[src/rtl/bf_sram_arbiter_pkg.sv]
// Shared bloom-filter definitions: arbiter FSM state encodings and SRAM client IDs.
package bf_sram_arbiter_pkg;

  localparam logic [1:0] ST_IDLE    = 2'd0;
  localparam logic [1:0] ST_RD_WAIT = 2'd1;
  localparam logic [1:0] ST_WR_WAIT = 2'd2;

  // Client 0 is the aging engine, client 1 the packet engine; also the read-return tag value.
  localparam logic CLIENT_AGE = 1'b0;
  localparam logic CLIENT_PKT = 1'b1;

endpackage

[src/rtl/bf_sram_arbiter_fifo.sv]
// Small fallthrough FIFO: the head entry is visible on dout whenever the FIFO is non-empty.
module fallthrough_small_fifo #(
  parameter int WIDTH          = 1,
  parameter int MAX_DEPTH_BITS = 2
) (
  input  logic             clk,
  input  logic             reset,
  input  logic [WIDTH-1:0] din,
  input  logic             wr_en,
  input  logic             rd_en,
  output logic [WIDTH-1:0] dout,
  output logic             full,
  output logic             empty
);

  localparam int DEPTH = 1 << MAX_DEPTH_BITS;

  logic [WIDTH-1:0]          mem [DEPTH];
  logic [MAX_DEPTH_BITS-1:0] wr_ptr;
  logic [MAX_DEPTH_BITS-1:0] rd_ptr;
  logic [MAX_DEPTH_BITS:0]   count;
  logic                      do_wr;
  logic                      do_rd;

  assign do_wr = wr_en && !full;
  assign do_rd = rd_en && !empty;
  assign dout  = mem[rd_ptr];
  assign empty = (count == '0);
  // The count can only reach DEPTH, so its MSB alone marks full.
  assign full  = count[MAX_DEPTH_BITS];

  always_ff @(posedge clk) begin
    if (do_wr) mem[wr_ptr] <= din;
  end

  always_ff @(posedge clk) begin
    if (reset) begin
      wr_ptr <= '0;
      rd_ptr <= '0;
      count  <= '0;
    end else begin
      if (do_wr) wr_ptr <= wr_ptr + 1'b1;
      if (do_rd) rd_ptr <= rd_ptr + 1'b1;
      case ({do_wr, do_rd})
        2'b10:   count <= count + 1'b1;
        2'b01:   count <= count - 1'b1;
        default: count <= count;
      endcase
    end
  end

endmodule

[src/rtl/bf_sram_arbiter.sv]
// Two-client SRAM arbiter for the bloom filter: aging engine (c0) and packet engine (c1)
// share one read port and one write port; read data is routed back via an in-order tag FIFO.
module bf_sram_arbiter
  import bf_sram_arbiter_pkg::*;
#(
  parameter int SRAM_ADDR_WIDTH = 19,
  parameter int DATA_WIDTH      = 64,
  parameter int MAX_OUTSTANDING = 4,
  parameter int STARVE_LIMIT    = 8
) (
  input  logic                             clk,
  input  logic                             reset,
  input  logic                             c0_req,
  input  logic                             c0_wr,
  input  logic [SRAM_ADDR_WIDTH-1:0]       c0_addr,
  input  logic [DATA_WIDTH-1:0]            c0_wdata,
  output logic                             c0_gnt,
  output logic                             c0_rvld,
  output logic [DATA_WIDTH-1:0]            c0_rdata,
  input  logic                             c1_req,
  input  logic                             c1_wr,
  input  logic [SRAM_ADDR_WIDTH-1:0]       c1_addr,
  input  logic [DATA_WIDTH-1:0]            c1_wdata,
  output logic                             c1_gnt,
  output logic                             c1_rvld,
  output logic [DATA_WIDTH-1:0]            c1_rdata,
  output logic                             rd_0_req,
  output logic [SRAM_ADDR_WIDTH-1:0]       rd_0_addr,
  input  logic                             rd_0_ack,
  input  logic                             rd_0_vld,
  input  logic [DATA_WIDTH-1:0]            rd_0_data,
  output logic                             wr_0_req,
  output logic [SRAM_ADDR_WIDTH-1:0]       wr_0_addr,
  output logic [DATA_WIDTH-1:0]            wr_0_data,
  input  logic                             wr_0_ack,
  output logic [$clog2(MAX_OUTSTANDING):0] rd_outstanding,
  output logic                             err_orphan_vld
);

  localparam int STARVE_W = $clog2(STARVE_LIMIT + 1);
  localparam logic [STARVE_W-1:0] STARVE_MAX = STARVE_W'(STARVE_LIMIT);

  logic [1:0]                 state;
  logic [STARVE_W-1:0]        starve_cnt;
  logic                       can_read, elig0, elig1, c0_first, pick0, pick1, grant_rd;
  logic                       sel_wr, tag_in, tag_out, tag_full, tag_empty, pop;
  logic [SRAM_ADDR_WIDTH-1:0] sel_addr;
  logic [DATA_WIDTH-1:0]      sel_wdata;

  // The tag FIFO holds exactly the outstanding reads, so full means rd_outstanding == MAX_OUTSTANDING.
  assign can_read = !tag_full;
  assign elig0    = c0_req && (c0_wr || can_read);
  assign elig1    = c1_req && (c1_wr || can_read);
  assign c0_first = (starve_cnt >= STARVE_MAX);
  assign pick1    = !reset && (state == ST_IDLE) && elig1 && !(c0_first && elig0);
  assign pick0    = !reset && (state == ST_IDLE) && elig0 && !pick1;
  assign c0_gnt   = pick0;
  assign c1_gnt   = pick1;
  assign grant_rd = (pick0 || pick1) && !sel_wr;
  assign tag_in   = pick1 ? CLIENT_PKT : CLIENT_AGE;
  assign pop      = rd_0_vld && !tag_empty;

  always_comb begin
    sel_wr    = c0_wr;
    sel_addr  = c0_addr;
    sel_wdata = c0_wdata;
    if (pick1) begin
      sel_wr    = c1_wr;
      sel_addr  = c1_addr;
      sel_wdata = c1_wdata;
    end
  end

  fallthrough_small_fifo #(
    .WIDTH          (1),
    .MAX_DEPTH_BITS ($clog2(MAX_OUTSTANDING))
  ) tag_fifo (
    .clk   (clk),
    .reset (reset),
    .din   (tag_in),
    .wr_en (grant_rd),
    .rd_en (pop),
    .dout  (tag_out),
    .full  (tag_full),
    .empty (tag_empty)
  );

  always_ff @(posedge clk) begin
    if (reset) begin
      state     <= ST_IDLE;
      rd_0_req  <= 1'b0;
      rd_0_addr <= '0;
      wr_0_req  <= 1'b0;
      wr_0_addr <= '0;
      wr_0_data <= '0;
    end else begin
      case (state)
        ST_IDLE: begin
          if (pick0 || pick1) begin
            if (sel_wr) begin
              wr_0_req  <= 1'b1;
              wr_0_addr <= sel_addr;
              wr_0_data <= sel_wdata;
              state     <= ST_WR_WAIT;
            end else begin
              rd_0_req  <= 1'b1;
              rd_0_addr <= sel_addr;
              state     <= ST_RD_WAIT;
            end
          end
        end
        ST_RD_WAIT: begin
          if (rd_0_ack) begin
            rd_0_req <= 1'b0;
            state    <= ST_IDLE;
          end
        end
        ST_WR_WAIT: begin
          if (wr_0_ack) begin
            wr_0_req <= 1'b0;
            state    <= ST_IDLE;
          end
        end
        default: state <= ST_IDLE;
      endcase
    end
  end

  always_ff @(posedge clk) begin
    if (reset) begin
      rd_outstanding <= '0;
      starve_cnt     <= '0;
      err_orphan_vld <= 1'b0;
    end else begin
      case ({grant_rd, pop})
        2'b10:   rd_outstanding <= rd_outstanding + 1'b1;
        2'b01:   rd_outstanding <= rd_outstanding - 1'b1;
        default: rd_outstanding <= rd_outstanding;
      endcase
      if (pick0) starve_cnt <= '0;
      else if (c0_req && (starve_cnt < STARVE_MAX)) starve_cnt <= starve_cnt + 1'b1;
      if (rd_0_vld && tag_empty) err_orphan_vld <= 1'b1;
    end
  end

  // Read returns are routed by tag regardless of FSM state, one cycle after rd_0_vld.
  always_ff @(posedge clk) begin
    if (reset) begin
      c0_rvld  <= 1'b0;
      c1_rvld  <= 1'b0;
      c0_rdata <= '0;
      c1_rdata <= '0;
    end else begin
      c0_rvld <= pop && (tag_out == CLIENT_AGE);
      c1_rvld <= pop && (tag_out == CLIENT_PKT);
      if (pop && (tag_out == CLIENT_AGE)) c0_rdata <= rd_0_data;
      if (pop && (tag_out == CLIENT_PKT)) c1_rdata <= rd_0_data;
    end
  end

endmodule

[config.mk]
export PLATFORM = sky130hd
export DESIGN_NAME = bf_sram_arbiter
export DESIGN_NICKNAME = d
export VERILOG_FILES = /design/src/rtl/bf_sram_arbiter_pkg.sv /design/src/rtl/bf_sram_arbiter_fifo.sv /design/src/rtl/bf_sram_arbiter.sv
export SDC_FILE = /design/constraint.sdc
export NUM_CORES = 1
export LEC_CHECK = 0
export CAP_MARGIN = 10
export CORE_AREA = 2 2 187 189
export DETAILED_ROUTE_END_ITERATION = 6
export DIE_AREA = 0 0 189 191
export GPL_ROUTABILITY_DRIVEN = 0
export GPL_TIMING_DRIVEN = 0
export HOLD_SLACK_MARGIN = 0.12
export PLACE_DENSITY = 0.61
export SYNTH_ARGS = -nofsm -noshare
export SYNTH_HDL_FRONTEND = slang
export SYNTH_SLANG_ARGS = --single-unit
[constraint.sdc]
create_clock -name clk -period 3.3 [get_ports clk]
set_clock_uncertainty 0.15 [all_clocks]
set_input_delay 0.33 -clock clk [delete_from_list [all_inputs] [get_ports clk]]
set_output_delay 0.33 -clock clk [all_outputs]
set_load 0.03 [all_outputs]
==> results of run 1 <==
cell families (layout without fill, tap and decap cells):
logic type | Yosys count | in the layout | share of synthesized area (%)
buf+inv | 126 | 654 | 5.81
xor+xnor | 8 | 8 | 0.669
fa+ha+maj | 10 | 10 | 1.34
mux | 21 | 21 | 2.13
compound gates | 360 | 360 | 24.1
simple gates | 438 | 438 | 16.4
flops | 257 | 257 | 49.5
cell usage after synthesis (2+ instances only):
cell      instances  share of area [%]
nand2_1         388                 14
dfxtp_1         253                 48
a21oi_1         240                 11
buf_2            54                2.6
a311oi_2         50                7.2
clkbuf_1         42                1.5
a211oi_1         38                2.7
nor2_1           23               0.82
mux2i_1          20                1.9
inv_1            16               0.57
a311oi_1         14                1.2
ha_1              8               0.96
buf_6             7               0.75
xor2_1            6               0.50
nand2b_1          5               0.30
and3_1            4               0.24
buf_4             4               0.29
edfxtp_1          4                1.1
o21ai_0           4               0.19
buf_1             3               0.11
nor2b_1           3               0.18
nor3_1            3               0.14
or3_1             3               0.18
a21boi_0          2               0.14
and2_1            2               0.12
fa_1              2               0.38
nand3_1           2              0.096
o31ai_1           2               0.14
xnor2_1           2               0.17
per-stage QoR:
stage,worst slack (ps),total power (W),hold slack [ps]
floorplan,703,0.00544,316
global placement,-301,0.00679,292
detailed placement,-362,0.00683,296
CTS,76.4,0.00992,180
global route,39.6,0.0103,205
finish,177,0.00980,210
critical path: cells and delay by family (launching register included):
| family | cells | cell delay [ps] |
|---|---|---|
| AO/OA/AOI/OAI | 1 | 370 |
| buffers and inverters | 4 | 1030 |
| flip-flops | 1 | 340 |
| AND/OR/NAND/NOR | 2 | 360 |
cell type report:
class                   count  area, um^2
plain buffers             110         549
well taps                 455         569
clock inverters            13         100
multi-input cells         837        4680
clock buffers              38         800
flip-flops and latches    257        5180
inverters                  16        60.1
repair buffers            477        4780
fillers                  3313       17400
power breakdown:
group	internal, W	switching, W	total [W]
registers	0.00346	0.000197	0.00366
logic	0.00124	0.00184	0.00308
clock network	0.00177	0.00129	0.00306
routing by layer:
metal  share of wire, %  GRT usage, %  wire (um)
met5              0.066             0         28
met3                8.4          5.95       3560
met2                 51          41.7      21500
met1                 37          24.1      15700
met4                3.3          7.60       1400
how the worst max path moves through the flow:
stage / startpoint / to / slack [ps] / cells past startpoint
final: tag_fifo.count[2] / c1_gnt / 180 / 7
after global routing: tag_fifo.count[2] / c1_gnt / 40 / 7
after CTS: state[0] / rd_outstanding[2] / 80 / 12
after detailed placement: c1_req / rd_outstanding[2] / -360 / 12
after global placement: c0_wr / c1_gnt / -300 / 7
after floorplan: starve_cnt[3] / rd_outstanding[2] / 700 / 12
sequential cells by signal (all words and copies together), names as in the netlist, named ones only:
register         cells
c0_rdata            64
c1_rdata            64
wr_0_data           64
rd_0_addr           19
wr_0_addr           19
starve_cnt           4
tag_fifo.mem         4
rd_outstanding       3
tag_fifo.count       3
state                2
tag_fifo.rd_ptr      2
tag_fifo.wr_ptr      2
c0_rvld              1
c1_rvld              1
err_orphan_vld       1
rd_0_req             1
wr_0_req             1
what timing repair did:
item | CTS | global route
endpoints found under the hold margin | 1 | 0
hold buffers | 1 | 0
resized for setup | 4 | 2
setup endpoints to repair | 1 | 4
setup buffers | 0 | 0
==> flow_metrics.env, run 1 <==
export IMPL_drc=0
export IMPL_final_setup_tns_ps=0
export IMPL_start_util_pct=30.7
export IMPL_nNetsFinal=1977
export IMPL_grt_first_pass_wirelength_um=62000
export IMPL_slew_violations=0
export IMPL_viasPerCell=4.85
export IMPL_synth_edf_count=4
export IMPL_track_usage_pct=22.3
export IMPL_path_common_cell="buf_2"
export IMPL_dp_cells=2151
export IMPL_critPathCaptureType="primary output"
export IMPL_ff2ff_setup_slack_ps=280
export IMPL_rsz0062_at_grt="no"
export IMPL_num_io_pins=479
export IMPL_finalCritPeriodShare_pct=94.6
export IMPL_yosysUniqueCellTypes=45
export IMPL_p_leak_nw=5.82
export IMPL_cp_required_ps=2820
export IMPL_holdPathStages=3
export IMPL_setup_viol=0
export IMPL_overflow=0
export IMPL_layoutNonFillerInstCount=2203
export IMPL_syn_avg_cell_area_um2=8.59
export IMPL_worst_slew_pin_slew_ps=873
export IMPL_seq_area_frac_synth_pct=49.5
export IMPL_portBuffers=476
export IMPL_drt_pass1_iterations=5
export IMPL_htree_levels=1
export IMPL_grt_max_degree=15
export IMPL_power_density_nw_per_um2=586
export IMPL_wl_per_cell_um=19.1
export IMPL_finalCoreUtilization_pct=49.0
export IMPL_hold_viol_final=0
export IMPL_hold_path_class="input port to register"
export IMPL_grt_pass1_vias=10500
export IMPL_cts_clk_slew_worst_paths_ps=60
export IMPL_final_area_um2=16700
export IMPL_holdPathEnd="wr_0_data[13]"
export IMPL_ctsLongestPathBuffers=3
export IMPL_cp_max_fo=10
export IMPL_finalCriticalPeriod_ps=3120
export IMPL_cts_root_buf="clkbuf_16"
export IMPL_vias=10700
export IMPL_ys_seq_elements=257
export IMPL_synth_nets=1469
export IMPL_area_delta_synth_final_pct=59.7
export IMPL_synth_cells=1220
export IMPL_rows=68
export IMPL_min_from="c0_wdata[13]"
export IMPL_die_x_um=189
export IMPL_place_area_um2=15800
export IMPL_synthFlopType="dfxtp_1"
export IMPL_mostFrequentLayoutCells="clkdlybuf4s50_1 (475), nand2_1 (388), dfxtp_1 (253)"
export IMPL_die_h_um=191
export IMPL_fmax_ghz=0.320
export IMPL_numClockSinks=257
export IMPL_drive_gt1_share_pct=9.73
export IMPL_cts_made_buffers=29
export IMPL_antennaDiodeCount=0
export IMPL_ys_warn_count=0
export IMPL_status="complete, no violations"
export IMPL_async_reset_ff_share_pct=0
export IMPL_worstReg2RegEnd="rd_outstanding[2]"
export IMPL_cpMaxStageDelayCell="a311o_1"
export IMPL_worstSetupPathType="register to primary output"
export IMPL_core_um2=34100
export IMPL_worstSetupStartpointType="register"
export IMPL_syn_area_um2=10500
export IMPL_wl_um=42200
export IMPL_fp_dieArea_um2=36100
export IMPL_antenna_found_initial=2
export IMPL_vdd_drop_max_v=0.000363
export IMPL_ant_nets=0
export IMPL_reg2regPathDepth=12
export IMPL_cts_tree="yes"
export IMPL_final_common_cell="clkdlybuf4s50_1"
export IMPL_post_dp_hpwl_um=33300
export IMPL_path_cells="buf_6 -> nor2b_4 -> a311o_1 -> buf_2 -> buf_2 -> nor2_2 -> clkdlybuf4s15_2"
export IMPL_maxSlewHeadroom_pct=41.8
export IMPL_slowest_delay_ps=370
export IMPL_r2r_start="starve_cnt[3]"
export IMPL_maxCapViolCount=0
export IMPL_arrival_ps=2640
export IMPL_clkLatencyLatePin_ps=540
export IMPL_first_iter_violations=420
No activity file was read; power rests on OpenSTA's default activity.
==> run 2, diff against run 1 <==
--- a/config.mk
+++ b/config.mk
@@ -13,6 +13,7 @@
 export GPL_TIMING_DRIVEN = 0
 export HOLD_SLACK_MARGIN = 0.12
 export PLACE_DENSITY = 0.61
+export SKIP_CTS_REPAIR_TIMING = 1
 export SYNTH_ARGS = -nofsm -noshare
 export SYNTH_HDL_FRONTEND = slang
 export SYNTH_SLANG_ARGS = --single-unit
==> run 2 against run 1 <==
Design area decreased by 0.11%. Register-to-register slack got worse by 30 ps. Core utilization decreased by 0.055 points. Critical path type unchanged. Non-clock buffer count decreased by 1. Worst setup slack got worse by 40 ps. Power about the same. Clock power about the same. Highest routed layer unchanged. Largest cell class unchanged. Sequential share of layout area about the same. Critical path depth unchanged. Global-route usage unchanged. Critical endpoint unchanged. Clock-buffer cell count unchanged.
==> flow_metrics.env, run 2 (synthesized netlist as in run 1, its figures left out) <==
export IMPL_status="complete, no violations"
export IMPL_path_common_cell="buf_2"
export IMPL_setup_viol=0
export IMPL_numClockSinks=257
export IMPL_hold_path_class="input port to register"
export IMPL_finalCritPeriodShare_pct=95.9
export IMPL_htree_levels=1
export IMPL_finalCriticalPeriod_ps=3160
export IMPL_cpLargestDelayFamily="buffers and inverters"
export IMPL_core_um2=34100
export IMPL_finalCoreUtilization_pct=49.0
export IMPL_ant_nets=0
export IMPL_rsz0062_at_grt="no"
export IMPL_start_util_pct=30.7
export IMPL_track_usage_pct=22.3
export IMPL_post_dp_hpwl_um=33300
export IMPL_p_switching_w=0.00333
export IMPL_arrival_ps=2680
export IMPL_drc=0
export IMPL_p_sw_share_pct=33.9
export IMPL_critPathCaptureType="primary output"
export IMPL_crit_buf_inv=4
export IMPL_first_iter_violations=476
export IMPL_cpMaxStageDelayCell="a311o_1"
export IMPL_power_density_nw_per_um2=587
export IMPL_portBuffers=476
export IMPL_hold_viol_final=0
export IMPL_final_setup_tns_ps=0
export IMPL_final_fill_count=3316
export IMPL_sequentialPowerShare_pct=37.3
export IMPL_slowest_delay_ps=360
export IMPL_viasPerCell=4.86
export IMPL_grt_first_pass_wirelength_um=62000
export IMPL_overflow=0
export IMPL_vias=10700
export IMPL_slew_violations=0
export IMPL_cp_required_ps=2820
export IMPL_clkPwrFrac_pct=31.3
export IMPL_num_io_pins=479
export IMPL_fp_dieArea_um2=36100
export IMPL_internal_power_w=0.00648
export IMPL_mostFrequentLayoutCells="clkdlybuf4s50_1 (475), nand2_1 (388), dfxtp_1 (253)"
export IMPL_r2r_start="starve_cnt[3]"
export IMPL_cp_max_fo=10
export IMPL_vdd_drop_max_v=0.000366
export IMPL_drive_gt1_share_pct=9.67
export IMPL_final_common_cell="clkdlybuf4s50_1"
export IMPL_reg_top3="c0_rdata x64, c1_rdata x64, wr_0_data x64"
export IMPL_crit_start="tag_fifo.count[2]"
export IMPL_rows=68
export IMPL_grt_pass1_vias=10500
export IMPL_ff_latch_area_um2=5180
export IMPL_antennaDiodeCount=0
export IMPL_cts_clk_slew_worst_paths_ps=60
export IMPL_combPwrFrac_pct=31.4
export IMPL_path_cells="buf_6 -> nor2b_4 -> a311o_1 -> buf_2 -> buf_2 -> nor2_1 -> clkbuf_2"
export IMPL_fmax_ghz=0.316
export IMPL_wl_um=42100
export IMPL_clkLatencyLatePin_ps=540
export IMPL_grt_max_degree=15
export IMPL_worst_slew_pin_slew_ps=877
export IMPL_multiInputGateArea_um2=4680
export IMPL_ctsLongestPathBuffers=3
export IMPL_maxSlewHeadroom_pct=41.6
export IMPL_p_leak_nw=5.81
export IMPL_cts_made_buffers=29
export IMPL_worstSetupStartpointType="register"
export IMPL_wl_per_cell_um=19.1
export IMPL_maxCapViolCount=0
export IMPL_min_from="c0_req"
export IMPL_cts_tree="yes"
export IMPL_worstSetupPathType="register to primary output"
export IMPL_drt_pass1_iterations=5
export IMPL_antenna_found_initial=2
export IMPL_die_h_um=191
export IMPL_nNetsFinal=1976
export IMPL_cts_root_buf="clkbuf_16"
export IMPL_die_x_um=189
export IMPL_area_delta_synth_final_pct=59.5
==> run 2: cell type report <==
cell class	instances	area share (%)
Multi-Input combinational cell	837	28.0
Inverter	16	0.360
Clock inverter	13	0.599
Sequential cell	257	31.0
Buffer	110	3.29
Tap cell	455	3.41
Timing Repair Buffer	476	28.5
Clock buffer	38	4.79
==> run 2: per-stage QoR <==
stage | hold slack (ps) | setup WS [ps] | area [um^2] | total power, W | cells
5_1_grt | 153 | 2.56 | 16700 | 0.0103 | 2202
2_1_floorplan | 316 | 703 | 10500 | 0.00544 | 1220
6_report | 113 | 137 | 16700 | 0.00980 | 2202
3_3_place_gp | 292 | -301 | 15800 | 0.00679 | 2151
4_1_cts | 67.0 | -435 | 16700 | 0.00992 | 2202
3_5_place_dp | 296 | -362 | 15800 | 0.00683 | 2151
==> run 2: power by group through the flow <==
stage / Combinational (W) / Clock, W / Sequential, W
after floorplan: 0.00113 / 0 / 0.00431
after global placement: 0.00308 / 0 / 0.00371
after detailed placement: 0.00310 / 0 / 0.00372
after CTS: 0.00311 / 0.00315 / 0.00366
after global routing: 0.00332 / 0.00326 / 0.00370
final: 0.00308 / 0.00307 / 0.00366
==> run 2: worst paths after layout <==
kind	endpoint	slack, ps	depth (start not counted)
worst min-delay path	starve_cnt[3]	110	3
worst max register to register	rd_outstanding[2]	250	12
worst min register to register	c1_rdata[57]	300	2
worst max-delay path	c1_gnt	140	7
==> run 2: worst reg2reg max path: stages, from the launching register on <==
cell and delay (ps):
dfxtp_1 290, buf_2 170, nand2b_1 180, a32oi_1 390, nor2_1 200, clkbuf_2 290, inv_1 110, ha_1 180
inv_1 60, fa_1 370, xor2_1 160, or3_1 300, a21oi_1 130
==> run 2: routing by layer <==
| layer | share of wire, % | up-vias | track usage (%) |
|---|---|---|---|
| li1 | - | 5199 | - |
| met1 | 37 | 5005 | 24.1 |
| met2 | 51 | 426 | 41.7 |
| met3 | 8.3 | 72 | 5.95 |
| met4 | 3.3 | 4 | 7.60 |
| met5 | 0.064 | - | 0 |
